### src/rtl/panda_pkg.sv
// panda_pkg
//   Shared types for the panda core's decode and execute stages.
//   - alu_operator_e : operation selector on the ALU request interface.
//   - OPCODE_*       : RV32I major opcodes that produce ALU requests.
//   - alu_decode_t   : one decoded ALU request (operator, operands, rd,
//                      write-back enable, branch flag, illegal flag).
//   - imm_i / imm_u  : sign-extended RV32I immediate extraction helpers.
package panda_pkg;

    localparam int unsigned XLEN = 32;

    typedef enum logic [3:0] {
        ALU_ADD = 4'd0,
        ALU_SUB,
        ALU_SLL,
        ALU_LT,
        ALU_LTU,
        ALU_XOR,
        ALU_SRL,
        ALU_SRA,
        ALU_OR,
        ALU_AND,
        ALU_EQ,
        ALU_NE,
        ALU_GE,
        ALU_GEU
    } alu_operator_e;

    localparam logic [6:0] OPCODE_OP     = 7'b0110011;
    localparam logic [6:0] OPCODE_OP_IMM = 7'b0010011;
    localparam logic [6:0] OPCODE_LUI    = 7'b0110111;
    localparam logic [6:0] OPCODE_AUIPC  = 7'b0010111;
    localparam logic [6:0] OPCODE_BRANCH = 7'b1100011;

    localparam logic [6:0] FUNCT7_BASE = 7'b0000000;
    localparam logic [6:0] FUNCT7_ALT  = 7'b0100000;

    typedef struct packed {
        alu_operator_e   operator;
        logic [XLEN-1:0] operand_a;
        logic [XLEN-1:0] operand_b;
        logic [4:0]      rd;
        logic            rd_we;
        logic            branch;
        logic            illegal;
    } alu_decode_t;

    // Idle / reset content of an ALU request: ADD of zeros, no side effects.
    localparam alu_decode_t ALU_DECODE_RESET = '{
        operator:  ALU_ADD,
        operand_a: '0,
        operand_b: '0,
        rd:        '0,
        rd_we:     1'b0,
        branch:    1'b0,
        illegal:   1'b0
    };

    // I-type immediate, instr[31:20], sign-extended.
    function automatic logic [XLEN-1:0] imm_i(input logic [31:0] instr);
        return {{(XLEN-12){instr[31]}}, instr[31:20]};
    endfunction

    // U-type immediate, instr[31:12] in the upper bits, low 12 bits zero.
    function automatic logic [XLEN-1:0] imm_u(input logic [31:0] instr);
        return {instr[31:12], 12'b0};
    endfunction

endpackage

### src/rtl/panda_alu_decode_comb.sv
// panda_alu_decode_comb
//   Purely combinational RV32I decoder producing one ALU request.
//   Ports:
//     instr_i     in  32    instruction word
//     pc_i        in  XLEN  PC of the instruction (AUIPC operand)
//     rs1_data_i  in  XLEN  first register operand
//     rs2_data_i  in  XLEN  second register operand
//     decode_o    out alu_decode_t  decoded operator, operands and flags
//   Anything that does not decode becomes ADD 0,0 with illegal set,
//   no write-back and no branch; rd still reflects instr[11:7].
module panda_alu_decode_comb
    import panda_pkg::*;
(
    input  logic [31:0]     instr_i,
    input  logic [XLEN-1:0] pc_i,
    input  logic [XLEN-1:0] rs1_data_i,
    input  logic [XLEN-1:0] rs2_data_i,
    output alu_decode_t     decode_o
);

    logic [6:0] opcode;
    logic [2:0] funct3;
    logic [6:0] funct7;

    assign opcode = instr_i[6:0];
    assign funct3 = instr_i[14:12];
    // For OP-IMM shifts this field is imm[11:5], checked the same way.
    assign funct7 = instr_i[31:25];

    alu_decode_t dec;
    logic        legal;

    always_comb begin
        // NOTE: every variable written here gets a default first, so no
        // path through the case statements can leave one unassigned and
        // infer a latch.
        dec    = ALU_DECODE_RESET;
        dec.rd = instr_i[11:7];
        legal  = 1'b0;

        case (opcode)
            OPCODE_OP: begin
                dec.operand_a = rs1_data_i;
                dec.operand_b = rs2_data_i;
                dec.rd_we     = 1'b1;
                legal         = 1'b1;
                if (funct7 == FUNCT7_BASE) begin
                    case (funct3)
                        3'b000:  dec.operator = ALU_ADD;
                        3'b001:  dec.operator = ALU_SLL;
                        3'b010:  dec.operator = ALU_LT;
                        3'b011:  dec.operator = ALU_LTU;
                        3'b100:  dec.operator = ALU_XOR;
                        3'b101:  dec.operator = ALU_SRL;
                        3'b110:  dec.operator = ALU_OR;
                        default: dec.operator = ALU_AND;
                    endcase
                end else if (funct7 == FUNCT7_ALT && funct3 == 3'b000) begin
                    dec.operator = ALU_SUB;
                end else if (funct7 == FUNCT7_ALT && funct3 == 3'b101) begin
                    dec.operator = ALU_SRA;
                end else begin
                    legal = 1'b0;
                end
            end

            OPCODE_OP_IMM: begin
                dec.operand_a = rs1_data_i;
                dec.operand_b = imm_i(instr_i);
                dec.rd_we     = 1'b1;
                legal         = 1'b1;
                case (funct3)
                    3'b000: dec.operator = ALU_ADD;
                    3'b001: begin
                        // SLLI: only the all-zero upper immediate is defined.
                        dec.operator = ALU_SLL;
                        legal        = (funct7 == FUNCT7_BASE);
                    end
                    3'b010: dec.operator = ALU_LT;
                    3'b011: dec.operator = ALU_LTU;
                    3'b100: dec.operator = ALU_XOR;
                    3'b101: begin
                        // SRLI / SRAI are told apart by imm[11:5].
                        if (funct7 == FUNCT7_BASE) begin
                            dec.operator = ALU_SRL;
                        end else if (funct7 == FUNCT7_ALT) begin
                            dec.operator = ALU_SRA;
                        end else begin
                            legal = 1'b0;
                        end
                    end
                    3'b110:  dec.operator = ALU_OR;
                    default: dec.operator = ALU_AND;
                endcase
            end

            OPCODE_LUI: begin
                dec.operator  = ALU_ADD;
                dec.operand_a = '0;
                dec.operand_b = imm_u(instr_i);
                dec.rd_we     = 1'b1;
                legal         = 1'b1;
            end

            OPCODE_AUIPC: begin
                dec.operator  = ALU_ADD;
                dec.operand_a = pc_i;
                dec.operand_b = imm_u(instr_i);
                dec.rd_we     = 1'b1;
                legal         = 1'b1;
            end

            OPCODE_BRANCH: begin
                dec.operand_a = rs1_data_i;
                dec.operand_b = rs2_data_i;
                dec.branch    = 1'b1;
                legal         = 1'b1;
                case (funct3)
                    3'b000:  dec.operator = ALU_EQ;
                    3'b001:  dec.operator = ALU_NE;
                    3'b100:  dec.operator = ALU_LT;
                    3'b101:  dec.operator = ALU_GE;
                    3'b110:  dec.operator = ALU_LTU;
                    3'b111:  dec.operator = ALU_GEU;
                    default: legal = 1'b0;
                endcase
            end

            default: legal = 1'b0;
        endcase

        // Illegal beats collapse to a side-effect-free request so a later
        // stage can trap on illegal without anything being committed.
        if (!legal) begin
            dec         = ALU_DECODE_RESET;
            dec.rd      = instr_i[11:7];
            dec.illegal = 1'b1;
        end
    end

    assign decode_o = dec;

endmodule

### src/rtl/panda_alu_decoder.sv
// panda_alu_decoder
//   Registered decode stage producing the ALU request for execute.
//   A single valid/ready output register holds one decoded beat.
//   Ports:
//     clk_i, rst_i             clock, synchronous active-high reset
//     flush_i                  drop the held beat and any beat accepted now
//     in_valid_i / in_ready_o  upstream handshake
//     instr_i, pc_i            instruction and its PC
//     rs1_data_i, rs2_data_i   register operands
//     out_valid_o / out_ready_i downstream handshake
//     operator_o               ALU operator
//     operand_a_o, operand_b_o ALU operands
//     rd_o, rd_we_o            destination register and write-back enable
//     branch_o                 result is a branch condition
//     illegal_o                instruction did not decode
module panda_alu_decoder
    import panda_pkg::*;
#(
    parameter int unsigned Width = 32
) (
    input  logic             clk_i,
    input  logic             rst_i,
    input  logic             flush_i,

    input  logic             in_valid_i,
    output logic             in_ready_o,
    input  logic [31:0]      instr_i,
    input  logic [Width-1:0] pc_i,
    input  logic [Width-1:0] rs1_data_i,
    input  logic [Width-1:0] rs2_data_i,

    output logic             out_valid_o,
    input  logic             out_ready_i,
    output alu_operator_e    operator_o,
    output logic [Width-1:0] operand_a_o,
    output logic [Width-1:0] operand_b_o,
    output logic [4:0]       rd_o,
    output logic             rd_we_o,
    output logic             branch_o,
    output logic             illegal_o
);

    alu_decode_t dec;
    alu_decode_t out_q;
    logic        out_valid_q;
    logic        accept;

    panda_alu_decode_comb u_decode (
        .instr_i    (instr_i),
        .pc_i       (pc_i),
        .rs1_data_i (rs1_data_i),
        .rs2_data_i (rs2_data_i),
        .decode_o   (dec)
    );

    // The register can take a new beat when empty or when its current beat
    // leaves this cycle; flush deliberately does not gate readiness.
    assign in_ready_o = ~out_valid_q | out_ready_i;
    assign accept     = in_valid_i & in_ready_o;

    always_ff @(posedge clk_i) begin
        // NOTE: sequential state uses non-blocking assignments so every
        // register samples pre-edge values regardless of statement order.
        if (rst_i) begin
            out_valid_q <= 1'b0;
            // NOTE: the data register is reset as well, not just valid,
            // because its idle content is visible on the ports.
            out_q       <= ALU_DECODE_RESET;
        end else begin
            if (flush_i) begin
                out_valid_q <= 1'b0;
            end else if (accept) begin
                out_valid_q <= 1'b1;
            end else if (out_ready_i) begin
                out_valid_q <= 1'b0;
            end

            // On a flushed accept the data still loads; valid=0 hides it.
            if (accept) begin
                out_q <= dec;
            end
        end
    end

    assign out_valid_o = out_valid_q;
    assign operator_o  = out_q.operator;
    assign operand_a_o = out_q.operand_a;
    assign operand_b_o = out_q.operand_b;
    assign rd_o        = out_q.rd;
    assign rd_we_o     = out_q.rd_we;
    assign branch_o    = out_q.branch;
    assign illegal_o   = out_q.illegal;

endmodule

### config.mk
export PLATFORM = sky130hd
export DESIGN_NAME = panda_alu_decoder
export DESIGN_NICKNAME = d
export VERILOG_FILES = /design/src/rtl/panda_pkg.sv /design/src/rtl/panda_alu_decode_comb.sv /design/src/rtl/panda_alu_decoder.sv
export SDC_FILE = /design/constraint.sdc
export NUM_CORES = 1
export LEC_CHECK = 0
export BUFFER_PORTS_ARGS = -buffer_cell sky130_fd_sc_hd__buf_2
export CORE_MARGIN = 2
export CORE_UTILIZATION = 44
export CTS_CLUSTER_SIZE = 8
export DETAILED_ROUTE_END_ITERATION = 10
export PLACE_DENSITY = 0.82
export SYNTH_ARGS = -nofsm -noshare
export SYNTH_HDL_FRONTEND = slang
export SYNTH_SLANG_ARGS = --single-unit
### constraint.sdc
create_clock -name clk_i -period 4.15 [get_ports clk_i]
set_input_delay 0.415 -clock clk_i [delete_from_list [all_inputs] [get_ports clk_i]]
set_output_delay 0.415 -clock clk_i [all_outputs]
set_load 0.02 [all_outputs]
==> results of run 1 <==
==> final cells by class <==
class | count | share of cell area
Timing Repair Buffer | 216 | 0.227
Tap cell | 102 | 0.0264
Sequential cell | 77 | 0.319
Inverter | 4 | 0.00311
Clock inverter | 6 | 0.0194
Multi-Input combinational cell | 291 | 0.377
Clock buffer | 10 | 0.0285
==> metal layers <==
metal,vias to the layer above,track usage,part of all wire,routed length [um]
li1,1883,-,-,-
met4,0,0.0845,0.015,159
met3,15,0.0482,0.090,970
met5,-,0,0,0
met2,201,0.433,0.50,5400
met1,1745,0.279,0.39,4210
==> final timing paths <==
check / start / end / cells after the start
setup / recovery: instr_i[25] / operand_a_o[21] / 7
hold / removal: flush_i / out_valid_o / 2
setup reg to reg: out_valid_o / operand_a_o[24] / 5
hold reg to reg: operand_a_o[14] / operand_a_o[14] / 2
==> power by group through the flow <==
stage	sequential, mW	combinational (mW)	clock, mW
2_1_floorplan	0.771	0.0568	0
3_3_place_gp	0.764	0.148	0
3_5_place_dp	0.764	0.152	0
4_1_cts	0.746	0.153	0.655
5_1_grt	0.747	0.167	0.690
6_report	0.746	0.153	0.645
==> kinds of logic (layout without fill, tap and decap cells) <==
| logic type | count (synthesis) | count (layout) | synth area share |
|---|---|---|---|
| DFF | 77 | 77 | 0.435 |
| buffers and inverters | 39 | 236 | 0.0618 |
| AOI/OAI and AO/OA | 169 | 169 | 0.350 |
| and+or+nand+nor | 120 | 120 | 0.148 |
| xor gates and xnor gates | 2 | 2 | 0.00495 |
==> state kept, by name, summed over array words and instances (netlist names) <==
signal,cells
rd_o,5
illegal_o,1
operator_o,4
operand_b_o,32
rd_we_o,1
out_valid_o,1
operand_a_o,32
branch_o,1
==> Yosys cell counts <==
master / number
nand2b_1: 9
nor3_1: 5
nor3b_1: 1
a2bb2oi_1: 1
a211oi_1: 4
xnor2_1: 1
a311oi_1: 1
nor4_1: 1
o21bai_1: 1
or3_1: 1
o2bb2ai_1: 2
o21ai_2: 40
and2_1: 2
clkbuf_1: 30
a211o_2: 1
a21oi_1: 12
a22oi_1: 43
nand3b_1: 1
xor2_1: 1
nor2_1: 9
or2_2: 3
buf_6: 1
a21o_1: 1
a221oi_1: 20
nor2b_1: 2
or4_4: 1
a41oi_1: 1
o211ai_1: 1
o32ai_1: 3
o311ai_1: 1
nand3_1: 5
inv_1: 4
o21ai_0: 35
buf_12: 4
nand2_1: 79
a32oi_1: 1
o21ai_1: 1
nand4_1: 1
dfxtp_1: 77
==> stage by stage <==
step	cells	setup slack (ps)	util
finish	706	1540	0.622
global route	706	1430	0.622
CTS	706	1560	0.622
floorplan	407	2020	-
detailed placement	690	1220	0.592
global placement	690	1320	0.592
==> run_results.csv, run 1 <==
group,metric,value,unit
run_status,status,"complete, no violations",
grt,gr-total-overflow,0,
sta,worst_pin_slew,1250,ps
floorplanning,die_width,93.7,um
detailed_routing,drcViolationCount,0,
sta,drv_slew,0,
grt,antenna_found_initial,0,
worst_setup_path,cp_max_fo,46,
detailed_routing,finalWirelength,10.7,mm
sta,finalHoldViolations,0,
placement,dpl-instance-area,4600,sq um
hold_path,hp-class,"in2reg",
detailed_routing,vias,3844,
floorplanning,ios,211,
clocking,insertion_delay,340,ps
yosys,netlist_area,3540,sq um
worst_setup_path,crit_arrival,2880,ps
grt,grt_first_pass_wirelength,16.7,mm
clocking,ctsResizeCount,0,
layout,multiInputGateArea,1820,sq um
power,power_density,319,nW/um^2
clocking,h-tree-depth,3,
layout,n_antenna_cell,0,
clocking,cts_tree,"done",
worst_setup_path,worst-path-buf-inv,2,
detailed_routing,wl_per_cell,15.2,um
layout,final_cell_mix,"buf_2 (210), nand2_1 (79), dfxtp_1 (77), a22oi_1 (43), o21ai_2 (41)",
sta,final-setup-viol-count,0,
yosys,synth_area_per_cell,8.70,sq um
sta,clock_skew,13.4,ps
worst_setup_path,worstPathCellList,"buf_2 -> or4_4 -> o32ai_1 -> nand4_1 -> a211o_2 -> buf_4 -> o21ai_2",
worst_setup_path,slowest_stage,"a211o_2",
yosys,synth.yosys.seq_area_share,0.435,
worst_setup_path,cp-start-kind,"input port",
grt,grt_usage,0.239,
grt,first_global_vias,3583,
worst_setup_path,crit_type,"in2reg",
yosys,synthCells,407,
detailed_routing,via_per_inst,5.44,
floorplanning,die_area,8780,sq um
clocking,cts_buffer_depth,2,
detailed_routing,drt_iter0_drc,174,
sta,finalCritPeriodShare,0.628,
clocking,path_clk_slew,90,ps
sta,fmaxAchievable,384,MHz
sta,rsz0062_at_grt,"no",
floorplanning,fp-row-count,32,
layout,layout.nets,732,
sta,min_period,2610,ps
floorplanning,die_y,93.7,um
yosys,yosys_register_bits,77,
layout,final_common_cell,"buf_2",
clocking,clock_sinks,77,
detailed_routing,ant_nets,0,
power,p_int,1.17,mW
layout,stdcell_area,4830,sq um
layout,seq_area,1540,sq um
power,p_sw_frac,0.240,
power,peakVddDrop,0.166,mV
layout,nFillCells,716,
floorplanning,coreArea,7770,sq um
clocking,holdBufCountCts,0,
yosys,synth_warnings,0,
grt,grt_start_max_net_pins,47,
placement,globalplace.congestion,0.897,
yosys,synth.top_cell.area_share,0.435,
sta,maxSlewHeadroom,0.166,
power,power_frac_seq,0.483,
yosys,synth_cell_type_count,39,
yosys,synth_area_leaders,"dfxtp_1 (44%), o21ai_2 (9.9%), a22oi_1 (9.1%)",
clocking,cts-buffers-inserted,9,
power,p_clk_frac,0.418,
floorplanning,start_util,0.456,
clocking,cts_setup_buffers,0,
worst_setup_path,rrSetupSlack,1850,ps
layout,synthToLayoutAreaGrowth,36.4,%
yosys,yosys.area.top_type,"dfxtp_1",
clocking,cts_root_buf,"clkbuf_8",
worst_setup_path,end_kind,"flop",
power,combPwrFrac,0.099,
layout,drive_gt1_frac,0.467,
power,power,1.54,mW
power,cellLeakagePower,2.10,nW
sta,tns,0,ps
detailed_routing,dr.pass1.iters,5,
job,maxCapViolCount,0,
placement,dp_hpwl,8.09,mm
worst_setup_path,max_stage_delay,680,ps
yosys,syn_nets,540,
sta,whs,225,ps
placement,io_buffers,210,
worst_setup_path,crit_family,"compound AO/OA/AOI/OAI gates",
worst_setup_path,cp.required,4430,ps
power,p_sw,0.371,mW
Power figures use the tool's default switching activity.
==> inputs of run 2 (changes only) <==
==> constraint.sdc (replaced) <==
create_clock -name clk_i -period 2.7 [get_ports clk_i]
set_input_delay 0.27 -clock clk_i [delete_from_list [all_inputs] [get_ports clk_i]]
set_output_delay 0.27 -clock clk_i [all_outputs]
set_load 0.02 [all_outputs]
==> run 2 against run 1 <==
  * First-iteration DRC count grew 76%
  * Total power grew 51%
  * Worst hold slack lost 140 ps
  * Non-clock buffer count grew 3
  * Register-to-register slack lost 960 ps
  * Global-route usage shrank 0.76 points
  * Sequential share of layout area shrank 0.26 points
  * Worst setup slack lost 970 ps
  * Final cell count grew 0.42%
  * Wire length shrank 2.6%
  * Combinational power grew 55%
  * Clock power grew 48%
  * Critical path type unchanged
  * Largest cell class unchanged
==> run_results.csv, run 2 (synthesized netlist as in run 1, its figures left out) <==
group,metric,value,unit
detailed_routing,drcViolationCount,0,
worst_setup_path,max_stage_delay,560,ps
sta,drv_slew,0,
layout,multiInputGateArea,1820,sq um
power,power_frac_seq,0.491,
placement,globalplace.congestion,0.905,
clocking,cts_root_buf,"clkbuf_8",
layout,drive_gt1_frac,0.470,
power,peakVddDrop,0.282,mV
grt,grt_start_max_net_pins,39,
layout,seq_area,1540,sq um
floorplanning,die_y,93.7,um
layout,final_cell_mix,"buf_2 (210), nand2_1 (79), dfxtp_1 (77), a22oi_1 (43), o21ai_2 (41)",
grt,grt_first_pass_wirelength,16.2,mm
layout,instances_no_fill,709,
worst_setup_path,rrSetupSlack,890,ps
power,power_density,480,nW/um^2
worst_setup_path,cp_max_fo,26,
layout,final_common_cell,"buf_2",
run_status,status,"complete, no violations",
worst_setup_path,crit_type,"in2reg",
clocking,cts_buffer_depth,2,
grt,grt_usage,0.232,
worst_setup_path,crit_family,"compound AO/OA/AOI/OAI gates",
floorplanning,die_width,93.7,um
worst_setup_path,end_kind,"flop",
detailed_routing,vias,3830,
detailed_routing,ant_nets,0,
layout,fin_util,0.627,
sta,rsz0062_at_grt,"no",
clocking,insertion_delay,330,ps
power,p_sw_frac,0.233,
power,p_int,1.79,mW
power,cellLeakagePower,2.13,nW
sta,min_period,2130,ps
worst_setup_path,critPathLaunch,"instr_i[25]",
power,combPwrFrac,0.101,
floorplanning,ios,211,
power,p_clk_frac,0.408,
sta,tns,0,ps
layout,n_antenna_cell,0,
grt,first_global_vias,3433,
worst_setup_path,r2r_start,"out_valid_o",
grt,antenna_found_initial,0,
detailed_routing,wl_per_cell,14.8,um
layout,nFillCells,665,
clocking,path_clk_slew,80,ps
clocking,cts_setup_buffers,0,
worst_setup_path,slowest_stage,"or4_4",
worst_setup_path,path_depth,7,
worst_setup_path,cp.required,2960,ps
power,p_sw,0.544,mW
floorplanning,fp-row-count,32,
grt,gr-total-overflow,0,
worst_setup_path,worst-path-buf-inv,2,
sta,maxSlewHeadroom,0.501,
placement,dp.cells,693,
layout,layout.nets,735,
sta,finalCritPeriodShare,0.787,
clocking,ctsResizeCount,0,
sta,fmaxAchievable,470,MHz
sta,final-setup-viol-count,0,
sta,clock_skew,4.89,ps
sta,finalHoldViolations,0,
detailed_routing,dr.pass1.iters,4,
clocking,clock_sinks,77,
worst_setup_path,r2r_cells,5,
worst_setup_path,cp-start-kind,"input port",
worst_setup_path,endpoint,"operand_b_o[30]",
floorplanning,die_area,8780,sq um
placement,io_buffers,210,
worst_setup_path,crit_arrival,2380,ps
floorplanning,coreArea,7770,sq um
clocking,holdBufCountCts,0,
job,maxCapViolCount,0,
placement,dp_hpwl,7.85,mm
clocking,cts_tree,"done",
detailed_routing,finalWirelength,10.5,mm
worst_setup_path,worstPathCellList,"buf_2 -> or4_4 -> o32ai_1 -> nand4_1 -> a211o_2 -> buf_12 -> o21ai_0",
clocking,cts-buffers-inserted,9,
layout,synthToLayoutAreaGrowth,37.5,%
detailed_routing,via_per_inst,5.40,
worst_setup_path,timing.rr.end,"operand_b_o[30]",
hold_path,hp-class,"in2reg",
hold_path,min_path_cells,2,
floorplanning,start_util,0.456,
sta,worst_pin_slew,749,ps
detailed_routing,drt_iter0_drc,306,
clocking,h-tree-depth,3,
run 2: how the worst min path moves through the flow:
stage / end / slack, ps / from
4_1_cts: out_valid_o / 70 / flush_i
5_1_grt: out_valid_o / 80 / flush_i
2_1_floorplan: out_valid_o / 340 / flush_i
6_report: out_valid_o / 90 / flush_i
3_5_place_dp: out_valid_o / 440 / flush_i
3_3_place_gp: operand_b_o[28] / 430 / operand_b_o[28]
run 2: area by class of cell:
type                       instances  share of cell area
clock buffer                      10              0.0282
timing repair buffer             219               0.235
clock inverter                     6              0.0177
sequential                        77               0.316
tap                              102              0.0262
inverter                           4             0.00308
multi-input combinational        291               0.374
run 2: metal layers:
| layer | vias to the layer above | share of wire | GRT usage |
|---|---|---|---|
| met5 | - | 0 | 0 |
| li1 | 1890 | - | - |
| met4 | 0 | 0.012 | 0.0700 |
| met3 | 13 | 0.085 | 0.0441 |
| met2 | 186 | 0.50 | 0.417 |
| met1 | 1741 | 0.40 | 0.279 |
run 2: power groups by stage:
stage | combinational [mW] | clock [mW] | sequential (mW)
final | 0.237 | 0.955 | 1.15
after global routing | 0.257 | 1.03 | 1.15
after CTS | 0.236 | 0.979 | 1.15
after detailed placement | 0.235 | 0 | 1.17
after global placement | 0.229 | 0 | 1.17
after floorplan | 0.0872 | 0 | 1.18
run 2: stage by stage:
step / cell area, sq um / total power [mW] / hold slack [ps] / setup WS [ps]
6_report: 4870 / 2.34 / 89.2 / 574
4_1_cts: 4870 / 2.36 / 68.5 / 553
5_1_grt: 4870 / 2.44 / 75.8 / 472
3_3_place_gp: 4650 / 1.40 / 430 / 311
2_1_floorplan: 3540 / 1.27 / 343 / 714
3_5_place_dp: 4650 / 1.41 / 436 / 215
